$ cat src/rtl/key_counter_multi_if.sv
// Key front-end bundle: raw active-low keys in, debounced levels, event pulses and counter/LED out.
// master drives the raw keys and observes the results; slave is the key_counter_multi side.
interface key_counter_multi_if #(
  parameter int NUM_KEYS = 3,
  parameter int CNT_W    = 4,
  parameter int LED_W    = 8
);
  logic [NUM_KEYS-1:0] key;
  logic [NUM_KEYS-1:0] key_state;
  logic [NUM_KEYS-1:0] key_press;
  logic [NUM_KEYS-1:0] key_long;
  logic [NUM_KEYS-1:0] key_rpt;
  logic [CNT_W-1:0]    cnt;
  logic [LED_W-1:0]    led;

  modport master (
    output key,
    input  key_state, key_press, key_long, key_rpt, cnt, led
  );

  modport slave (
    input  key,
    output key_state, key_press, key_long, key_rpt, cnt, led
  );
endinterface

$ cat src/rtl/key_counter_multi.sv
// Multi-key front end: 2-FF sync, two-way debounce, press/long/auto-repeat pulses, mod-N up/down counter, LED decode.
// Latency: press pulse 2+DEB_CYCLES clocks after the raw edge, cnt one clock later, led one more; no backpressure.
module key_counter_multi #(
  parameter int NUM_KEYS      = 3,
  parameter int DEB_CYCLES    = 1_000_000,
  parameter int LONG_CYCLES   = 50_000_000,
  parameter int REPEAT_CYCLES = 10_000_000,
  parameter int CNT_MOD       = 10,
  parameter int LED_W         = 8
) (
  input  logic               clk,
  input  logic               rst,
  key_counter_multi_if.slave kif
);

  localparam int CNT_W  = (CNT_MOD > 1)       ? $clog2(CNT_MOD)       : 1;
  localparam int DEB_W  = (DEB_CYCLES > 1)    ? $clog2(DEB_CYCLES)    : 1;
  localparam int HOLD_W = (LONG_CYCLES > 1)   ? $clog2(LONG_CYCLES)   : 1;
  localparam int RPT_W  = (REPEAT_CYCLES > 1) ? $clog2(REPEAT_CYCLES) : 1;

  localparam logic [CNT_W-1:0]  CNT_MAX   = CNT_W'(CNT_MOD - 1);
  localparam logic [DEB_W-1:0]  DEB_LAST  = DEB_W'(DEB_CYCLES - 1);
  localparam logic [HOLD_W-1:0] HOLD_LAST = HOLD_W'(LONG_CYCLES - 1);
  localparam logic [RPT_W-1:0]  RPT_LAST  = RPT_W'(REPEAT_CYCLES - 1);

  logic [NUM_KEYS-1:0] r_sync1;
  logic [NUM_KEYS-1:0] r_sync2;
  logic [NUM_KEYS-1:0] w_key_state;
  logic [NUM_KEYS-1:0] w_key_press;
  logic [NUM_KEYS-1:0] w_key_long;
  logic [NUM_KEYS-1:0] w_key_rpt;
  logic [CNT_W-1:0]    r_cnt;
  logic [LED_W-1:0]    r_led;
  logic [LED_W-1:0]    w_led;
  logic                w_up;
  logic                w_down;
  logic                w_clr;

  // Sync stages reset to the released (high) level so a held key re-debounces after reset.
  always_ff @(posedge clk) begin
    if (rst) begin
      r_sync1 <= '1;
      r_sync2 <= '1;
    end else begin
      r_sync1 <= kif.key;
      r_sync2 <= r_sync1;
    end
  end

  for (genvar g = 0; g < NUM_KEYS; g++) begin : g_key
    logic              r_state;
    logic              r_press;
    logic              r_long;
    logic              r_rpt;
    logic              r_long_done;
    logic [DEB_W-1:0]  r_deb;
    logic [HOLD_W-1:0] r_hold;
    logic [RPT_W-1:0]  r_rpt_cnt;
    logic              w_s;
    logic              w_toggle;
    logic              w_long_hit;
    logic              w_rpt_hit;

    assign w_s        = ~r_sync2[g];
    assign w_toggle   = (w_s != r_state) && (r_deb == DEB_LAST);
    assign w_long_hit = (r_hold == HOLD_LAST);
    assign w_rpt_hit  = (r_rpt_cnt == RPT_LAST);

    always_ff @(posedge clk) begin
      if (rst) begin
        r_state     <= 1'b0;
        r_press     <= 1'b0;
        r_long      <= 1'b0;
        r_rpt       <= 1'b0;
        r_long_done <= 1'b0;
        r_deb       <= '0;
        r_hold      <= '0;
        r_rpt_cnt   <= '0;
      end else begin
        r_press <= w_toggle & ~r_state;
        r_long  <= 1'b0;
        r_rpt   <= 1'b0;

        if ((w_s == r_state) || w_toggle) begin
          r_deb <= '0;
        end else begin
          r_deb <= r_deb + DEB_W'(1);
        end

        if (w_toggle) begin
          r_state <= ~r_state;
        end

        // A release landing on a pulse edge takes this branch, which suppresses the pulse.
        if (!r_state || w_toggle) begin
          r_hold      <= '0;
          r_rpt_cnt   <= '0;
          r_long_done <= 1'b0;
        end else if (!r_long_done) begin
          if (w_long_hit) begin
            r_long      <= 1'b1;
            r_long_done <= 1'b1;
          end else begin
            r_hold <= r_hold + HOLD_W'(1);
          end
        end else if (w_rpt_hit) begin
          r_rpt     <= 1'b1;
          r_rpt_cnt <= '0;
        end else begin
          r_rpt_cnt <= r_rpt_cnt + RPT_W'(1);
        end
      end
    end

    assign w_key_state[g] = r_state;
    assign w_key_press[g] = r_press;
    assign w_key_long[g]  = r_long;
    assign w_key_rpt[g]   = r_rpt;
  end

  assign w_up   = w_key_press[0] | w_key_rpt[0];
  assign w_down = w_key_press[1] | w_key_rpt[1];

  if (NUM_KEYS >= 3) begin : g_clr
    assign w_clr = w_key_press[2];
  end else begin : g_no_clr
    assign w_clr = 1'b0;
  end

  always_ff @(posedge clk) begin
    if (rst) begin
      r_cnt <= '0;
    end else if (w_clr) begin
      r_cnt <= '0;
    end else if (w_up && !w_down) begin
      r_cnt <= (r_cnt == CNT_MAX) ? '0 : r_cnt + CNT_W'(1);
    end else if (w_down && !w_up) begin
      r_cnt <= (r_cnt == '0) ? CNT_MAX : r_cnt - CNT_W'(1);
    end
  end

  always_comb begin
    w_led = '0;
    if (int'(r_cnt) > LED_W) begin
      w_led = '1;
    end else begin
      for (int i = 0; i < LED_W; i++) begin
        if (int'(r_cnt) == i + 1) begin
          w_led[i] = 1'b1;
        end
      end
    end
  end

  always_ff @(posedge clk) begin
    if (rst) begin
      r_led <= '0;
    end else begin
      r_led <= w_led;
    end
  end

  assign kif.key_state = w_key_state;
  assign kif.key_press = w_key_press;
  assign kif.key_long  = w_key_long;
  assign kif.key_rpt   = w_key_rpt;
  assign kif.cnt       = r_cnt;
  assign kif.led       = r_led;

endmodule
$ cat src/flat_wrapper.sv
// flat-port wrapper written by rule: the top's interface ports become plain ports
module key_counter_multi_flat 
#(
  parameter int NUM_KEYS      = 3,
  parameter int DEB_CYCLES    = 1_000_000,
  parameter int LONG_CYCLES   = 50_000_000,
  parameter int REPEAT_CYCLES = 10_000_000,
  parameter int CNT_MOD       = 10,
  parameter int LED_W         = 8
)
  (clk, rst, kif_key, kif_key_state, kif_key_press, kif_key_long, kif_key_rpt, kif_cnt, kif_led);
  key_counter_multi_if #(.NUM_KEYS(NUM_KEYS), .LED_W(LED_W)) kif_i ();
  input  logic clk;
  input  logic rst;
  input wire logic [$bits(kif_i.key)-1:0] kif_key;
  output wire logic [$bits(kif_i.key_state)-1:0] kif_key_state;
  output wire logic [$bits(kif_i.key_press)-1:0] kif_key_press;
  output wire logic [$bits(kif_i.key_long)-1:0] kif_key_long;
  output wire logic [$bits(kif_i.key_rpt)-1:0] kif_key_rpt;
  output wire logic [$bits(kif_i.cnt)-1:0] kif_cnt;
  output wire logic [$bits(kif_i.led)-1:0] kif_led;
  assign kif_i.key = kif_key;
  assign kif_key_state = kif_i.key_state;
  assign kif_key_press = kif_i.key_press;
  assign kif_key_long = kif_i.key_long;
  assign kif_key_rpt = kif_i.key_rpt;
  assign kif_cnt = kif_i.cnt;
  assign kif_led = kif_i.led;
  key_counter_multi #(.NUM_KEYS(NUM_KEYS), .DEB_CYCLES(DEB_CYCLES), .LONG_CYCLES(LONG_CYCLES), .REPEAT_CYCLES(REPEAT_CYCLES), .CNT_MOD(CNT_MOD), .LED_W(LED_W)) u_core (.clk(clk), .rst(rst), .kif(kif_i));
endmodule
$ cat config.mk
export PLATFORM = sky130hd
export DESIGN_NAME = key_counter_multi_flat
export DESIGN_NICKNAME = d
export VERILOG_FILES = /design/src/rtl/key_counter_multi_if.sv /design/src/rtl/key_counter_multi.sv /design/src/flat_wrapper.sv
export SDC_FILE = /design/constraint.sdc
export NUM_CORES = 1
export LEC_CHECK = 0
export ABC_AREA = 1
export CAP_MARGIN = 20
export CORE_ASPECT_RATIO = 1.2
export CORE_MARGIN = 4
export CORE_UTILIZATION = 31
export CTS_CLUSTER_DIAMETER = 50
export CTS_CLUSTER_SIZE = 20
export DETAILED_ROUTE_END_ITERATION = 12
export GPL_ROUTABILITY_DRIVEN = 0
export GPL_TIMING_DRIVEN = 0
export PLACE_DENSITY = 0.48
export REMOVE_ABC_BUFFERS = 1
export SYNTH_ARGS = -nofsm -noshare
export SYNTH_HDL_FRONTEND = slang
export SYNTH_SLANG_ARGS = --single-unit
$ cat constraint.sdc
create_clock -name clk -period 1.9 [get_ports clk]
set_input_delay 0.19 -clock clk [delete_from_list [all_inputs] [get_ports clk]]
set_output_delay 0.19 -clock clk [all_outputs]
set_load 0.02 [all_outputs]
==> metrics.txt, run 1 <==
# TYPE chip_impl_metric gauge
chip_impl_info{name="run_status",value="finished clean"} 1
chip_impl_metric{name="hold_slack",unit="ns"} 0.206
chip_impl_metric{name="synthesis.yosys.warnings",unit=""} 0
chip_impl_metric{name="r2r_setup_slack",unit="ns"} 0.11
chip_impl_metric{name="synth.cell_area",unit="sq um"} 13400
chip_impl_metric{name="grt_start_max_net_pins",unit=""} 44
chip_impl_metric{name="fmax",unit="MHz"} 554
chip_impl_metric{name="dp_slack",unit="ns"} -0.866
chip_impl_info{name="post_synth_main_area_contributors",value="dfxtp_1 (36%), nand2_1 (17%), nor2_1 (10%), inv_1 (6.0%), nand3_1 (5.2%)"} 1
chip_impl_metric{name="drtPass1Iterations",unit=""} 5
chip_impl_metric{name="via_count",unit=""} 12600
chip_impl_info{name="crit_path_start_kind",value="register"} 1
chip_impl_metric{name="worst-r2r-cell-count",unit=""} 8
chip_impl_metric{name="drcViolationCount",unit=""} 0
chip_impl_metric{name="clkSinkCount",unit=""} 243
chip_impl_metric{name="core_area",unit="sq um"} 42800
chip_impl_info{name="timing.critical_path.from",value="u_core.kif.cnt[1]$_SDFFE_PP0P_"} 1
chip_impl_metric{name="area_growth_syn_to_layout",unit="%"} 17.5
chip_impl_metric{name="synth_top_area_frac",unit=""} 0.362
chip_impl_metric{name="start_util",unit=""} 0.314
chip_impl_metric{name="cts_buffer_depth",unit=""} 3
chip_impl_metric{name="overall_routing_resource_usage",unit=""} 0.139
chip_impl_metric{name="worst_slew_pin_slew",unit="ns"} 0.904
chip_impl_metric{name="slew_headroom",unit=""} 0.397
chip_impl_metric{name="holdBufCountCts",unit=""} 0
chip_impl_metric{name="required",unit="ns"} 1.71
chip_impl_metric{name="drtAntennaViolNets",unit=""} 0
chip_impl_metric{name="clkSlewWorstSetupHoldPaths",unit="ns"} 0.06
chip_impl_metric{name="timing.critical_path.arrival",unit="ns"} 1.62
chip_impl_metric{name="dpl-instance-area",unit="sq um"} 14100
chip_impl_metric{name="initial_antenna_violation_count",unit=""} 0
chip_impl_metric{name="clock_insertion_delay_worst_skew",unit="ns"} 0.55
chip_impl_info{name="path_delay_family",value="buffers and inverters"} 1
chip_impl_metric{name="fin_nets",unit=""} 2118
chip_impl_metric{name="place.port_buffers",unit=""} 28
chip_impl_metric{name="cts_buffer_count",unit=""} 37
chip_impl_info{name="rsz0062_at_grt",value="true"} 1
chip_impl_info{name="top_signal_layer_used",value="met4"} 1
chip_impl_info{name="clock_tree.root_cell",value="clkbuf_16"} 1
chip_impl_metric{name="fin_ws",unit="ns"} 0.0943
chip_impl_metric{name="drt_iter0_markers",unit=""} 647
chip_impl_metric{name="die_area",unit="sq um"} 46800
chip_impl_metric{name="layout.cell_area.non_filler",unit="sq um"} 15800
chip_impl_metric{name="final-hold-violation-count",unit=""} 0
chip_impl_metric{name="clock_tree.htree_level_count",unit=""} 2
chip_impl_metric{name="sequential_element_share_of_the_synthesized_area",unit=""} 0.362
chip_impl_metric{name="dp.cells",unit=""} 2596
chip_impl_metric{name="critPathMaxFanout",unit=""} 5
chip_impl_metric{name="report.final.slew_viol_count",unit=""} 0
chip_impl_metric{name="async_flop_share",unit=""} 0
chip_impl_info{name="yosys_most_used_dff",value="dfxtp_1"} 1
chip_impl_metric{name="post_synth.cell_area_avg",unit="sq um"} 6.50
chip_impl_metric{name="dp_hpwl",unit="mm"} 23.4
chip_impl_metric{name="grt_pass1_wl",unit="mm"} 55.5
chip_impl_metric{name="syn-instance-count",unit=""} 2069
chip_impl_info{name="post-synth-top-area-cell",value="dfxtp_1"} 1
chip_impl_info{name="worst_hold_startpoint",value="kif_key[1]"} 1
chip_impl_metric{name="avgRoutedWirePerCell",unit="um"} 12.9
chip_impl_info{name="min_path_type",value="input port to register"} 1
chip_impl_metric{name="vdd_ir_drop_max",unit="mV"} 0.555
chip_impl_metric{name="route.layer.met1.wl",unit="mm"} 15.4
chip_impl_metric{name="proportion_of_layout_cells_with_a_drive_suffix_above_1",unit=""} 0.0930
chip_impl_info{name="critPathSlowestCell",value="clkdlybuf4s50_1"} 1
chip_impl_metric{name="leakage",unit="nW"} 5.19
chip_impl_info{name="cts_tree",value="yes"} 1
chip_impl_metric{name="die_height",unit="um"} 236
chip_impl_metric{name="max-cap-violations",unit=""} 0
chip_impl_metric{name="layoutNonFillerInstCount",unit=""} 2680
chip_impl_metric{name="wl",unit="mm"} 34.5
chip_impl_info{name="path_cells",value="clkdlybuf4s50_1"} 1
chip_impl_info{name="setup.worst_path.end_class",value="output port"} 1
chip_impl_metric{name="antenna_cells_inserted",unit=""} 0
chip_impl_metric{name="timing.critical_path.buf_inv",unit=""} 1
chip_impl_metric{name="number_of_core_rows",unit=""} 83
chip_impl_metric{name="floorplan.die.width",unit="um"} 198
chip_impl_metric{name="critPathMaxStageDelay",unit="ns"} 0.67
chip_impl_metric{name="postSynthRegisterBits",unit=""} 243
chip_impl_metric{name="grt_pass1_vias",unit=""} 11900
chip_impl_info{name="timing.rr.end",value="u_core.g_key[0].r_hold[7]$_SDFFE_PP0P_"} 1
chip_impl_metric{name="yosys.cell_types.count",unit=""} 45
chip_impl_metric{name="finClkSkew",unit="ns"} 0.0241
chip_impl_metric{name="routed_via_density",unit=""} 4.71
chip_impl_metric{name="holdPathStages",unit=""} 2
chip_impl_info{name="worstHoldEndpoint",value="u_core.r_sync1[1]$_SDFF_PP1_"} 1
chip_impl_metric{name="wl_met2",unit="mm"} 17.1
chip_impl_metric{name="final_min_period",unit="ns"} 1.81
chip_impl_metric{name="period_share",unit=""} 0.950
chip_impl_metric{name="synth_enable_flop_cells",unit=""} 0
chip_impl_info{name="crit_type",value="register to output port"} 1
chip_impl_metric{name="wl_met3",unit="mm"} 1.18
chip_impl_metric{name="power_density",unit="nW/um^2"} 756
chip_impl_metric{name="timing.final.setup_violations",unit=""} 0
chip_impl_info{name="critical_path.reg2reg.startpoint",value="u_core.g_key[0].r_hold[0]$_SDFFE_PP0P_"} 1
chip_impl_metric{name="top_level_ports",unit=""} 29
chip_impl_metric{name="overflow",unit=""} 0
==> synth_stat cells, drive strengths merged, types with 3 or more instances <==
library cell,n
dfxtp,243
nand4,57
xor2,62
or2,15
inv,218
nand3b,6
buf,50
ha,10
a31oi,3
nor3,51
nand2,619
nor3b,5
nand3,143
o21ai,38
a21oi,119
xnor2,25
nor2,383
clkbuf,5
nor4,3
==> stage by stage <==
stage,setup TNS [ns],utilization,power (mW)
global placement,-184.64,0.328,5.26
CTS,-0.0266,0.360,12.2
detailed placement,-103.17,0.329,5.26
global route,-0.194,0.369,12.4
floorplan,-10.70,-,5.24
finish,0,0.369,11.9
==> registers in the layout, summed over array words and instances, names as in the netlist <==
name,cells
u_core.g_key.r_hold,78
u_core.g_key.r_rpt_cnt,72
u_core.g_key.r_deb,60
u_core.kif.led,8
u_core.kif.cnt,4
u_core.g_key.r_long,3
u_core.g_key.r_long_done,3
u_core.g_key.r_press,3
u_core.g_key.r_rpt,3
u_core.g_key.r_state,3
u_core.r_sync1,3
u_core.r_sync2,3
==> per-layer routing <==
metal | track usage | up-vias
li1 | - | 6616
met4 | 0.0463 | 0
met2 | 0.248 | 191
met1 | 0.169 | 5743
met5 | 0 | -
met3 | 0.0233 | 63
==> where the power goes <==
group | switching, mW | internal [mW]
clock | 2.52 | 4.27
combinational | 0.0306 | 0.0170
sequential | 0.00487 | 5.11
total | 2.55 | 9.39
==> logic make-up (layout without fill, tap and decap cells) <==
group           count (synthesis)  after routing  share of synthesized area
xor+xnor                       87             87                     0.0567
fa+ha+maj                      10             10                    0.00931
flops                         243            243                      0.362
buf+inv                       273            325                     0.0895
mux                             1              1                   0.000745
simple gates                 1286           1293                      0.409
compound gates                169            169                     0.0733
==> final cells by class <==
| class | count | area [sq um] |
|---|---|---|
| clock buffer | 48 | 1040 |
| multi-input combinational | 1560 | 7700 |
| tap | 552 | 691 |
| inverter | 218 | 818 |
| clock inverter | 16 | 190 |
| sequential | 243 | 4880 |
| fill | 4587 | 27000 |
| timing repair buffer | 43 | 484 |
==> worst max path at each step <==
stage / end / slack (ns) / depth (start not counted)
6_report: kif_cnt[1] / 0.09 / 1
3_5_place_dp: u_core.g_key[2].r_deb[4]$_SDFF_PP0_ / -0.87 / 4
2_1_floorplan: u_core.g_key[2].r_rpt_cnt[0]$_SDFFE_PP0P_ / -0.36 / 10
5_1_grt: u_core.g_key[1].r_rpt_cnt[23]$_SDFFE_PP0P_ / -0.03 / 8
3_3_place_gp: u_core.g_key[2].r_rpt_cnt[12]$_SDFFE_PP0P_ / -1.64 / 6
4_1_cts: u_core.g_key[0].r_hold[17]$_SDFFE_PP0P_ / -0.03 / 10
==> timing repair <==
item / 4_1_cts / 5_1_grt
resized for setup: 24 / 38
endpoints found under the setup margin: 195 / 162
pin swaps: 0 / 11
setup buffers: 0 / 11
hold endpoints to repair: 0 / 0
cloned: 0 / 9
==> cells in the final DEF, fill, tap and decap left out, types with 14 or more instances in the layout <==
master           count
a21oi_1             88
xnor2_1             25
xor2_1              62
clkdlybuf4s50_1     24
nand2_1            606
nor2_4              16
nor2_2              16
clkbuf_16           40
nor3_1              44
inv_1              214
nor2_1             354
or2_2               14
o21ai_0             37
a21oi_2             31
nand3_1            133
dfxtp_1            238
nand4_1             57
Power figures use the tool's default switching activity.
==> inputs of run 2 (changes only) <==
--- a/config.mk
+++ b/config.mk
@@ -17,6 +17,7 @@
 export GPL_TIMING_DRIVEN = 0
 export PLACE_DENSITY = 0.48
 export REMOVE_ABC_BUFFERS = 1
+export SLEW_MARGIN = 5
 export SYNTH_ARGS = -nofsm -noshare
 export SYNTH_HDL_FRONTEND = slang
 export SYNTH_SLANG_ARGS = --single-unit
==> metrics.txt, run 2 (same netlist as run 1, synthesis figures left out) <==
# TYPE chip_impl_metric gauge
chip_impl_metric{name="timing.critical_path.buf_inv",unit=""} 1
chip_impl_metric{name="die_height",unit="um"} 236
chip_impl_metric{name="clkSlewWorstSetupHoldPaths",unit="ns"} 0.05
chip_impl_metric{name="holdBufCountCts",unit=""} 0
chip_impl_metric{name="drcViolationCount",unit=""} 0
chip_impl_metric{name="period_share",unit=""} 0.961
chip_impl_info{name="clock_tree.root_cell",value="clkbuf_16"} 1
chip_impl_info{name="timing.critical_path.from",value="u_core.kif.cnt[3]$_SDFFE_PP0P_"} 1
chip_impl_metric{name="proportion_of_layout_cells_with_a_drive_suffix_above_1",unit=""} 0.0990
chip_impl_metric{name="timing.final.setup_violations",unit=""} 0
chip_impl_metric{name="cts_buffer_depth",unit=""} 3
chip_impl_metric{name="critPathMaxFanout",unit=""} 5
chip_impl_metric{name="gr-usage-met1",unit=""} 0.173
chip_impl_info{name="setup.worst_path.end_class",value="output port"} 1
chip_impl_metric{name="clock_insertion_delay_worst_skew",unit="ns"} 0.54
chip_impl_info{name="max_flop_register",value="u_core.g_key.r_hold"} 1
chip_impl_metric{name="max-cap-violations",unit=""} 0
chip_impl_metric{name="grt_pass1_vias",unit=""} 12000
chip_impl_metric{name="core_area",unit="sq um"} 42800
chip_impl_info{name="critical_path.reg2reg.startpoint",value="u_core.g_key[0].r_hold[0]$_SDFFE_PP0P_"} 1
chip_impl_metric{name="holdPathStages",unit=""} 2
chip_impl_metric{name="drt_iter0_markers",unit=""} 519
chip_impl_metric{name="worst_slew_pin_slew",unit="ns"} 0.930
chip_impl_metric{name="r2r_setup_slack",unit="ns"} 0.10
chip_impl_info{name="path_delay_family",value="buffers and inverters"} 1
chip_impl_metric{name="num-fill-cells",unit=""} 4566
chip_impl_metric{name="clkSinkCount",unit=""} 243
chip_impl_metric{name="sequential_cell_area",unit="sq um"} 4880
chip_impl_metric{name="overall_routing_resource_usage",unit=""} 0.140
chip_impl_metric{name="dp_hpwl",unit="mm"} 23.6
chip_impl_metric{name="slew_headroom",unit=""} 0.379
chip_impl_metric{name="cp.depth",unit=""} 1
chip_impl_metric{name="drtAntennaViolNets",unit=""} 0
chip_impl_info{name="crit_path_start_kind",value="register"} 1
chip_impl_metric{name="overflow",unit=""} 0
chip_impl_info{name="reg.largest.list",value="u_core.g_key.r_hold: 78 flops, u_core.g_key.r_rpt_cnt: 72 flops, u_core.g_key.r_deb: 60 flops"} 1
chip_impl_metric{name="floorplan.die.width",unit="um"} 198
chip_impl_metric{name="via_count",unit=""} 12500
chip_impl_info{name="cts_tree",value="yes"} 1
chip_impl_metric{name="place.port_buffers",unit=""} 28
chip_impl_metric{name="groute.layer.met2.usage",unit=""} 0.246
chip_impl_metric{name="totalNegativeSetupSlack",unit="ns"} 0
chip_impl_info{name="min_path_type",value="input port to register"} 1
chip_impl_metric{name="cts_buffer_count",unit=""} 37
chip_impl_metric{name="grt_pass1_wl",unit="mm"} 56.2
chip_impl_metric{name="max_ffs_per_register",unit=""} 78
chip_impl_metric{name="power",unit="mW"} 12.7
chip_impl_info{name="path_cells",value="clkdlybuf4s50_1"} 1
chip_impl_info{name="timing.rr.end",value="u_core.g_key[0].r_hold[14]$_SDFFE_PP0P_"} 1
chip_impl_metric{name="worst-r2r-cell-count",unit=""} 8
chip_impl_info{name="run_status",value="finished clean"} 1
chip_impl_metric{name="multi_input_comb_area",unit="sq um"} 7680
chip_impl_metric{name="initial_antenna_violation_count",unit=""} 0
chip_impl_metric{name="report.final.slew_viol_count",unit=""} 0
chip_impl_metric{name="timing.critical_path.arrival",unit="ns"} 1.64
chip_impl_metric{name="drtPass1Iterations",unit=""} 5
chip_impl_info{name="critPathSlowestCell",value="clkdlybuf4s50_1"} 1
chip_impl_metric{name="die_area",unit="sq um"} 46800
chip_impl_info{name="most-common-layout-cells",value="nand2_1 (606), nor2_1 (353), dfxtp_1 (237), inv_1 (213), nand3_1 (131)"} 1
chip_impl_metric{name="grt_start_max_net_pins",unit=""} 44
chip_impl_metric{name="wl",unit="mm"} 33.8
chip_impl_info{name="layout.cells.most_common",value="nand2_1"} 1
chip_impl_info{name="critical_path.endpoint",value="kif_cnt[3]"} 1
chip_impl_metric{name="fin_nets",unit=""} 2120
chip_impl_info{name="global_route.peak_usage_layer",value="met2"} 1
chip_impl_metric{name="area_growth_syn_to_layout",unit="%"} 18.5
chip_impl_metric{name="number_of_core_rows",unit=""} 83
chip_impl_metric{name="clock_tree.htree_level_count",unit=""} 2
chip_impl_metric{name="start_util",unit=""} 0.314
chip_impl_info{name="crit_type",value="register to output port"} 1
chip_impl_metric{name="routed_via_density",unit=""} 4.67
chip_impl_metric{name="final-hold-violation-count",unit=""} 0
chip_impl_metric{name="avgRoutedWirePerCell",unit="um"} 12.6
chip_impl_metric{name="fmax",unit="MHz"} 547
chip_impl_info{name="rsz0062_at_grt",value="true"} 1
chip_impl_metric{name="finClkSkew",unit="ns"} 0.0249
chip_impl_metric{name="antenna_cells_inserted",unit=""} 0
chip_impl_metric{name="critPathMaxStageDelay",unit="ns"} 0.68
chip_impl_metric{name="final_min_period",unit="ns"} 1.83
chip_impl_metric{name="required",unit="ns"} 1.71
chip_impl_metric{name="top_level_ports",unit=""} 29
chip_impl_metric{name="groute.layer.met3.usage",unit=""} 0.0251
chip_impl_metric{name="power_density",unit="nW/um^2"} 797
chip_impl_metric{name="leakage",unit="nW"} 5.23
chip_impl_metric{name="vdd_ir_drop_max",unit="mV"} 0.594
==> run 2: cell types whose count changed in the layout (fill, tap and decap cells not counted), sizes merged, moves of 2 or more <==
cell / delta
inv: +3
clkinvlp: -2
bufinv: +5
clkbuf: -7
buf: +5
==> run 2: worst min path at each step <==
stage,slack [ns],endpoint,startpoint
finish,0.21,u_core.r_sync1[1]$_SDFF_PP1_,kif_key[1]
global route,0.21,u_core.r_sync1[0]$_SDFF_PP1_,kif_key[0]
CTS,0.18,u_core.r_sync1[1]$_SDFF_PP1_,kif_key[1]
detailed placement,0.40,u_core.r_sync2[0]$_SDFF_PP1_,u_core.r_sync1[0]$_SDFF_PP1_
global placement,0.39,u_core.r_sync2[0]$_SDFF_PP1_,u_core.r_sync1[0]$_SDFF_PP1_
floorplan,0.26,u_core.kif.led[0]$_SDFF_PP0_,rst
==> run 2: layout make-up <==
type / count / area share
Clock buffer: 43 / 0.0634
Sequential cell: 243 / 0.306
Clock inverter: 23 / 0.0228
Multi-Input combinational cell: 1558 / 0.482
Timing Repair Buffer: 47 / 0.0307
Tap cell: 552 / 0.0433
Inverter: 218 / 0.0516
==> run 2: timing repair <==
| item | in CTS | in global routing |
|---|---|---|
| resized for setup | 32 | 34 |
| setup endpoints to repair | 195 | 118 |
| pin swaps | 3 | 12 |
| setup buffers | 1 | 15 |
| gates cloned | 2 | 4 |
==> run 2: power by group <==
part / switching, mW / internal [mW] / leakage (nW)
Clock: 2.61 / 4.94 / 0.671
Combinational: 0.0304 / 0.0168 / 2.60
Sequential: 0.00483 / 5.10 / 1.96
==> run 2: through the flow <==
stage,std cells,cell area (sq um),utilization,hold slack [ns],setup WS (ns)
2_1_floorplan,2014,13100,-,0.259,-0.362
3_3_place_gp,2594,14000,0.328,0.393,-1.64
3_5_place_dp,2596,14100,0.329,0.397,-0.898
4_1_cts,2665,15600,0.365,0.178,0.00167
5_1_grt,2684,15900,0.372,0.214,-0.0300
6_report,2684,15900,0.372,0.211,0.0734
==> run 2: metal layers <==
| layer | vias up | share of wire |
|---|---|---|
| met1 | 5706 | 0.45 |
| met4 | 0 | 0.026 |
| met5 | - | 0 |
| met2 | 143 | 0.49 |
| li1 | 6624 | - |
| met3 | 56 | 0.034 |
